File: config.mk
export PLATFORM = sky130hd
export DESIGN_NAME = message_scroller
export DESIGN_NICKNAME = d
export VERILOG_FILES = /design/src/rtl/message_scroller.sv
export SDC_FILE = /design/constraint.sdc
export NUM_CORES = 1
export LEC_CHECK = 0
export CAP_MARGIN = 20
export CORE_MARGIN = 2
export CORE_UTILIZATION = 50
export CTS_BUF_LIST = sky130_fd_sc_hd__clkbuf_4 sky130_fd_sc_hd__clkbuf_8
export DETAILED_ROUTE_END_ITERATION = 8
export PLACE_DENSITY = 0.8
export SYNTH_ARGS = -nofsm -noshare
export SYNTH_HDL_FRONTEND = slang
export SYNTH_SLANG_ARGS = --single-unit
File: constraint.sdc
create_clock -name clk -period 4.7 [get_ports clk]
set_input_delay 0.94 -clock clk [delete_from_list [all_inputs] [get_ports clk]]
set_output_delay 0.94 -clock clk [all_outputs]
set_load 0.005 [all_outputs]
File: src/rtl/message_scroller.sv
`default_nettype none
// ============================================================================
//  Module      : message_scroller
//  Description : Shows a circular 4-character window of a 16-nibble message
//                on a multiplexed 4-digit common-anode 7-segment display.
//                The window advances on a timer or on a manual step edge.
//  Revision    : 1.0 - initial release
// ============================================================================
module message_scroller #(
  parameter int SCROLL_DIV  = 25_000_000,
  parameter int REFRESH_DIV = 50_000
) (
  input  logic        clk,
  input  logic        reset,
  input  logic [63:0] message,
  input  logic        auto_scroll,
  input  logic        step,
  output logic [3:0]  an,
  output logic [6:0]  seg,
  output logic        dp,
  output logic [3:0]  scroll_pos
);

  localparam int SCW = $clog2(SCROLL_DIV);
  localparam int RFW = (REFRESH_DIV > 1) ? $clog2(REFRESH_DIV) : 1;
  localparam logic [SCW-1:0] SCROLL_LAST  = SCW'(SCROLL_DIV - 1);
  localparam logic [RFW-1:0] REFRESH_LAST = RFW'(REFRESH_DIV - 1);

  logic [SCW-1:0] r_scroll_cnt;
  logic [RFW-1:0] r_refresh_cnt;
  logic [3:0]     r_ptr;
  logic [1:0]     r_dsel;
  logic           r_sync1;
  logic           r_sync2;
  logic           r_step_prev;
  logic           w_step_rise;
  logic [3:0]     w_idx;
  logic [3:0]     w_char;
  logic [6:0]     w_seg;

  // The step level is asynchronous: two flops resolve metastability, the
  // third holds the previous synchronized level for edge detection.
  always_ff @(posedge clk or posedge reset) begin
    if (reset) begin
      r_sync1     <= 1'b0;
      r_sync2     <= 1'b0;
      r_step_prev <= 1'b0;
    end else begin
      r_sync1     <= step;
      r_sync2     <= r_sync1;
      r_step_prev <= r_sync2;
    end
  end

  assign w_step_rise = r_sync2 & ~r_step_prev;

  // Window pointer: timer-driven in auto mode, step-edge-driven otherwise.
  // A step edge detected while auto mode is active is simply dropped.
  always_ff @(posedge clk or posedge reset) begin
    if (reset) begin
      r_scroll_cnt <= '0;
      r_ptr        <= 4'd0;
    end else if (auto_scroll) begin
      if (r_scroll_cnt == SCROLL_LAST) begin
        r_scroll_cnt <= '0;
        r_ptr        <= r_ptr + 4'd1;
      end else begin
        r_scroll_cnt <= r_scroll_cnt + SCW'(1);
      end
    end else begin
      r_scroll_cnt <= '0;
      if (w_step_rise) begin
        r_ptr <= r_ptr + 4'd1;
      end
    end
  end

  // Digit multiplex timer: each digit stays selected for REFRESH_DIV cycles.
  always_ff @(posedge clk or posedge reset) begin
    if (reset) begin
      r_refresh_cnt <= '0;
      r_dsel        <= 2'd0;
    end else if (r_refresh_cnt == REFRESH_LAST) begin
      r_refresh_cnt <= '0;
      r_dsel        <= r_dsel + 2'd1;
    end else begin
      r_refresh_cnt <= r_refresh_cnt + RFW'(1);
    end
  end

  // Leftmost digit (an[3]) shows character ptr, so digit i shows ptr+3-i;
  // 4-bit arithmetic gives the mod-16 wrap for free.
  assign w_idx  = r_ptr + 4'd3 - {2'b00, r_dsel};
  assign w_char = message[{w_idx, 2'b00} +: 4];

  // Hex-to-7-segment decode, active-low {g,f,e,d,c,b,a}.
  always_comb begin
    w_seg = 7'b1111111;
    case (w_char)
      4'h0: w_seg = 7'b1000000;
      4'h1: w_seg = 7'b1111001;
      4'h2: w_seg = 7'b0100100;
      4'h3: w_seg = 7'b0110000;
      4'h4: w_seg = 7'b0011001;
      4'h5: w_seg = 7'b0010010;
      4'h6: w_seg = 7'b0000010;
      4'h7: w_seg = 7'b1111000;
      4'h8: w_seg = 7'b0000000;
      4'h9: w_seg = 7'b0010000;
      4'hA: w_seg = 7'b0001000;
      4'hB: w_seg = 7'b0000011;
      4'hC: w_seg = 7'b1000110;
      4'hD: w_seg = 7'b0100001;
      4'hE: w_seg = 7'b0000110;
      4'hF: w_seg = 7'b0001110;
      default: w_seg = 7'b1111111;
    endcase
  end

  // Anode and segment outputs are registered together so a digit is never
  // lit with another digit's pattern.
  always_ff @(posedge clk or posedge reset) begin
    if (reset) begin
      an  <= 4'b1111;
      seg <= 7'b1111111;
    end else begin
      an  <= ~(4'b0001 << r_dsel);
      seg <= w_seg;
    end
  end

  assign dp         = 1'b1;
  assign scroll_pos = r_ptr;

endmodule
`default_nettype wire

# --- Yosys cells after proc, flatten, opt, wreduce, memory -nomap -nowiden ---
# Memory sizes are Yosys's and may differ from the RTL's. A register that Yosys moved wholly into a read port is not among the register bits.
# Cells that the tools add are included.
op_classes:
  n_eq_ne: 3
  add_sub_neg: 6
  shifts: 2
  muxes: 6
  bitwise_logic: 3
  reduce_logical: 2
op_table:
  columns: ["cell", "n"]
  rows:
  - ["indexed part select 64 x 7 -> 4 bit", 1]
  - ["two-way mux 25 bit", 2]
  - ["adder 25 x 1 -> 25 bit, second input constant", 1]
  - ["== test 25 bit, second input constant", 1]
  - ["adder 16 x 1 -> 16 bit, second input constant", 1]
  - ["== test 16 bit, second input constant", 1]
  - ["two-way mux 16 bit", 1]
  - ["two-way mux 4 bit", 3]
  - ["adder 4 x 1 -> 4 bit, second input constant", 1]
  - ["adder 4 x 2 -> 4 bit, second input constant", 1]
  - ["NOT 4 bit", 1]
  - ["left shift 1 x 2 -> 4 bit, first input constant", 1]
  - ["subtractor 4 x 2 -> 4 bit", 1]
  - ["adder 2 x 1 -> 2 bit, second input constant", 1]
  - ["inequality test 2 x 1 -> 1 bit, second input constant", 1]
  - ["AND reduction 2 bit", 1]
  - ["nonzero test 2 bit", 1]
  - ["AND 1 bit", 1]
  - ["NOT 1 bit", 1]
word_totals:
  mem_count: 1
  rom_bits: 112
  reg_bits: 54
  output_inout_bits: 16
  elab_cells: 31
mem_list:
  columns: ["memory", "depth", "word_bits", "rd", "rd_clocked_by_memory_dff", "write_ports", "line", "rtl"]
  rows:
  - ["(no name shown)", 16, 7, 1, 1, 0, "99", "case (w_char)"]

# --- Logic depth before layout (Yosys ltp) ---
depth:
  word_depth: 4
  depth_mapped: 12

# --- Least setup slack after synthesis ---
# Ideal clock, no wire load.
synth_path:
  path_type: "flip-flop to flip-flop"
  startpoint: "reg r_ptr[1] (netlist: scroll_pos[1])"
  endpoint: "reg seg[3]"
  period_less_slack_ns: 3.351
  path_buffers: 1
  slack_ns: 1.349
  t_required_ns: 4.625
  path_stages_with_launch: 12
  setup_ns: 0.075
  t_arrival_ns: 3.276
  cell_sequence: "dfrtp_1 ha_1 ha_1 fa_1 clkbuf_1 mux4_1 mux2i_1 a211oi_1 inv_1 ha_1 mux2_1 mux2i_1"
synth_via:
  elab_chain_cells: 3
synth_rtl:
  columns: ["item", "line", "rtl"]
  rows:
  - ["start: declaration", "31", "logic [3:0] r_ptr;"]
  - ["start signal: assignment", "66", "r_ptr <= r_ptr + 4'd1;"]
  - ["start signal: assignment", "73", "r_ptr <= r_ptr + 4'd1;"]
  - ["adder 4 x 2 -> 4 bit", "93", "assign w_idx = r_ptr + 4'd3 - {2'b00, r_dsel};"]
  - ["subtractor 4 x 2 -> 4 bit", "93", null]
  - ["indexed part select 64 x 7 -> 4 bit", "94", "assign w_char = message[{w_idx, 2'b00} +: 4];"]
  - ["end: declaration", "19", "output logic [6:0] seg,"]
# No other way between the ends.
# A chain may end at the register's enable or synchronous reset.

# --- Worst setup path after layout ---
layout_path:
  startpoint: "reg r_dsel[1]"
  endpoint: "reg seg[3]"
layout_via:
  elab_chain_cells: 2
layout_rtl:
  columns: ["item", "line", "rtl"]
  rows:
  - ["start: declaration", "32", "logic [1:0] r_dsel;"]
  - ["start signal: assignment", "85", "r_dsel <= r_dsel + 2'd1;"]
  - ["subtractor 4 x 2 -> 4 bit", "93", null]
  - ["indexed part select 64 x 7 -> 4 bit", "94", null]
# No other way between the ends.

==> results.cfg <==
[logic_synthesis]
synth_cell_types = 48
ys.flop_type = dfrtp_1
avgSynthCellArea_um2 = 11.2
synth.most_common_cell = dfrtp_1
synth.top_cell.area_share_pct = 34.7
yosysWarnings = 0
yosys.area.top_type = dfrtp_1
ys_seq_elements = 61
synth_common_cells = dfrtp_1, nor2_1, xnor2_1, nand3_1, inv_1
synth_cells = 321
syn_nets = 406
yosysSeqAreaShare_pct = 42.7
synth-edff-count = 0
synth_area_leaders = dfrtp_1, mux4_1, dfstp_2
synth_area_mm2 = 0.00361
async_flop_share_pct = 100

[place]
dp_hpwl_um = 5730
gp_congestion = 0.875
dp_cells = 489
portBuffers = 82
dp_slack_ns = 1.09

[die]
start_util_pct = 52.3
dieHeight_um = 89.0
rows = 30
die-area_mm2 = 0.00791
pin_count = 84
coreArea_mm2 = 0.00691
dieWidth_um = 89.0

[cells_and_area]
fillers = 539
antenna_cells = 0
finalNonFillerCells = 505
synthToLayoutAreaGrowth_pct = 29.8
drive_gt1_share_pct = 10.0
nets = 489

[power_and_ir_drop]
ir_drop_mv = 0.587
total_power_mw = 2.95
powerDensity_mw_per_mm2 = 630
p_leak_nw = 1.91

[timing]
post-route-min-period_ns = 3.60
fin_skew_ns = 0.0112
rsz0062_at_grt = no
setup_viol = 0
setup_tns_ns = 0
hold_viol_final = 0
slew_violations = 0
fmax_ghz = 0.278
max_slew_margin_pct = 37.2
hold_slack_ns = 0.352
finalCritPeriodShare_pct = 76.7
timing.final.ws_setup_ns = 1.10
tightestPinTransition_ns = 0.942

[drt]
vias_per_cell = 5.53
initialDrtViolationCount = 131
wl_per_cell_um = 14.9
first_pass_iters = 4
num_vias = 2792
drcViolationCount = 0
postRouteAntennaNets = 0
totalWireLength_um = 7540

[worst_setup_path]
crit_slowest_cell = fa_1
cp.arrival_ns = 3.86
crit_buf_inv = 2
cp_max_fo = 10
crit_family = adder cells
cpMostUsedCell = ha_1
critPathRequiredTime_ns = 4.96
slowest_delay_ns = 0.68
path_cells = inv_1, ha_1, ha_1, fa_1, mux4_1, mux2i_1, a211oi_1, inv_1, ha_1, mux2_1, mux2i_1
critPathKind = reg -> reg
worst_setup_path_end_kind = flop
startpoint_type = flop

[cts]
clk_pin_slew_ns = 0.07
htree_num_levels = 3
cts_setup_buffers = 0
cts-root-buf = clkbuf_8
clockBufferDepth = 2
cts_inserted_buffers = 9
cts_tree = yes
cts_resized = 0
clk_latency_ns = 0.34
clock_sinks = 61
cts_hold_buffers = 0

[grt]
grt_overflow = 0
grt_pass1_wl_um = 12500
antenna_found_initial = 0
track_usage_pct = 21.0
grt_max_degree = 43
grt_pass1_vias = 2728

[run_status]
outcome = complete, no violations

[run]
cap_violations = 0

[hold_path]
min_path_type = reg -> reg
-- power by group --
group	internal [mW]	switching, mW	leakage [nW]
Combinational	0.888	0.935	1.03
Clock	0.247	0.219	0.100
Sequential	0.622	0.0406	0.782
-- flip-flops by register name, indices dropped and copies added, names as in the netlist --
name and count:
scroll_pos 4, r_refresh_cnt 16, r_step_prev 1, seg 7, r_scroll_cnt 25, r_sync1 1
an 4, r_dsel 2, r_sync2 1
-- area by class of cell --
type                            count  area [µm²]  share of cell area, %
Timing Repair Buffer               83         828                   17.7
Tap cell                           96         120                   2.56
Multi-Input combinational cell    228        1920                   41.0
Sequential cell                    61        1540                   32.9
Clock inverter                      7        73.8                   1.58
Clock buffer                        9         124                   2.64
Inverter                           21        78.8                   1.68
-- layout by cell type, fill, tap and decap left out, types with 2 or more instances in the layout --
cell             instances
clkinv_2                 2
nor2_1                  38
mux2_1                   2
or3_1                    2
and3_1                   6
mux2_2                   2
xnor2_1                 29
mux4_1                  14
inv_6                    2
clkbuf_8                 9
o2bb2ai_1                2
nor2b_1                  3
dfrtp_1                 50
ha_1                    16
xor2_1                  12
mux4_2                   2
nor3b_1                  2
nand3_1                 26
nand2_1                 11
nor4b_1                  2
and4_1                   2
nor4_1                   8
nand4_4                  2
o21ai_1                  2
nor3_1                  11
o21ai_0                  3
inv_1                   20
clkdlybuf4s50_1         82
mux2i_1                  4
a21oi_1                  2
dfstp_2                 11
nand4_1                 10
-- metrics by stage --
| stage | area, µm² | util, % |
|---|---|---|
| finish | 4690 | 67.8 |
| global route | 4690 | 67.8 |
| CTS | 4690 | 67.8 |
| global placement | 4490 | 65.0 |
| floorplan | 3610 | - |
| detailed placement | 4490 | 65.0 |
-- cell families (layout without fill, tap and decap cells) --
group	count (synthesis)	after routing	share of synthesized area, %
simple gates	128	128	19.1
flops	61	61	42.7
xor+xnor	42	42	10.4
buf+inv	32	120	4.37
mux	25	25	14.2
fa+ha+maj	17	17	6.10
compound gates	15	15	3.02
other cells	1	1	0.104
-- worst paths after layout --
path | startpoint | endpoint | slack [ns] | depth (start not counted)
worst max register to register | r_dsel[1]$_DFFE_PP0N_ | seg[3]$_DFF_PP1_ | 1.10 | 11
worst min-delay path | r_sync1$_DFF_PP0_ | r_sync2$_DFF_PP0_ | 0.35 | 0
max in group asynchronous | reset | seg[1]$_DFF_PP1_ | 2.76 | 3
worst max-delay path | r_dsel[1]$_DFFE_PP0N_ | seg[3]$_DFF_PP1_ | 1.10 | 11
worst min register to register | r_sync1$_DFF_PP0_ | r_sync2$_DFF_PP0_ | 0.35 | 0
min in group asynchronous | reset | r_refresh_cnt[5]$_DFF_PP0_ | 1.08 | 2
-- routing by layer --
metal	wire (µm)	GRT usage, %
met1	3070	25.6
met2	3690	34.1
met3	465	4.62
met4	314	13.2
met5	0	0
Power figures use the tool's default switching activity.
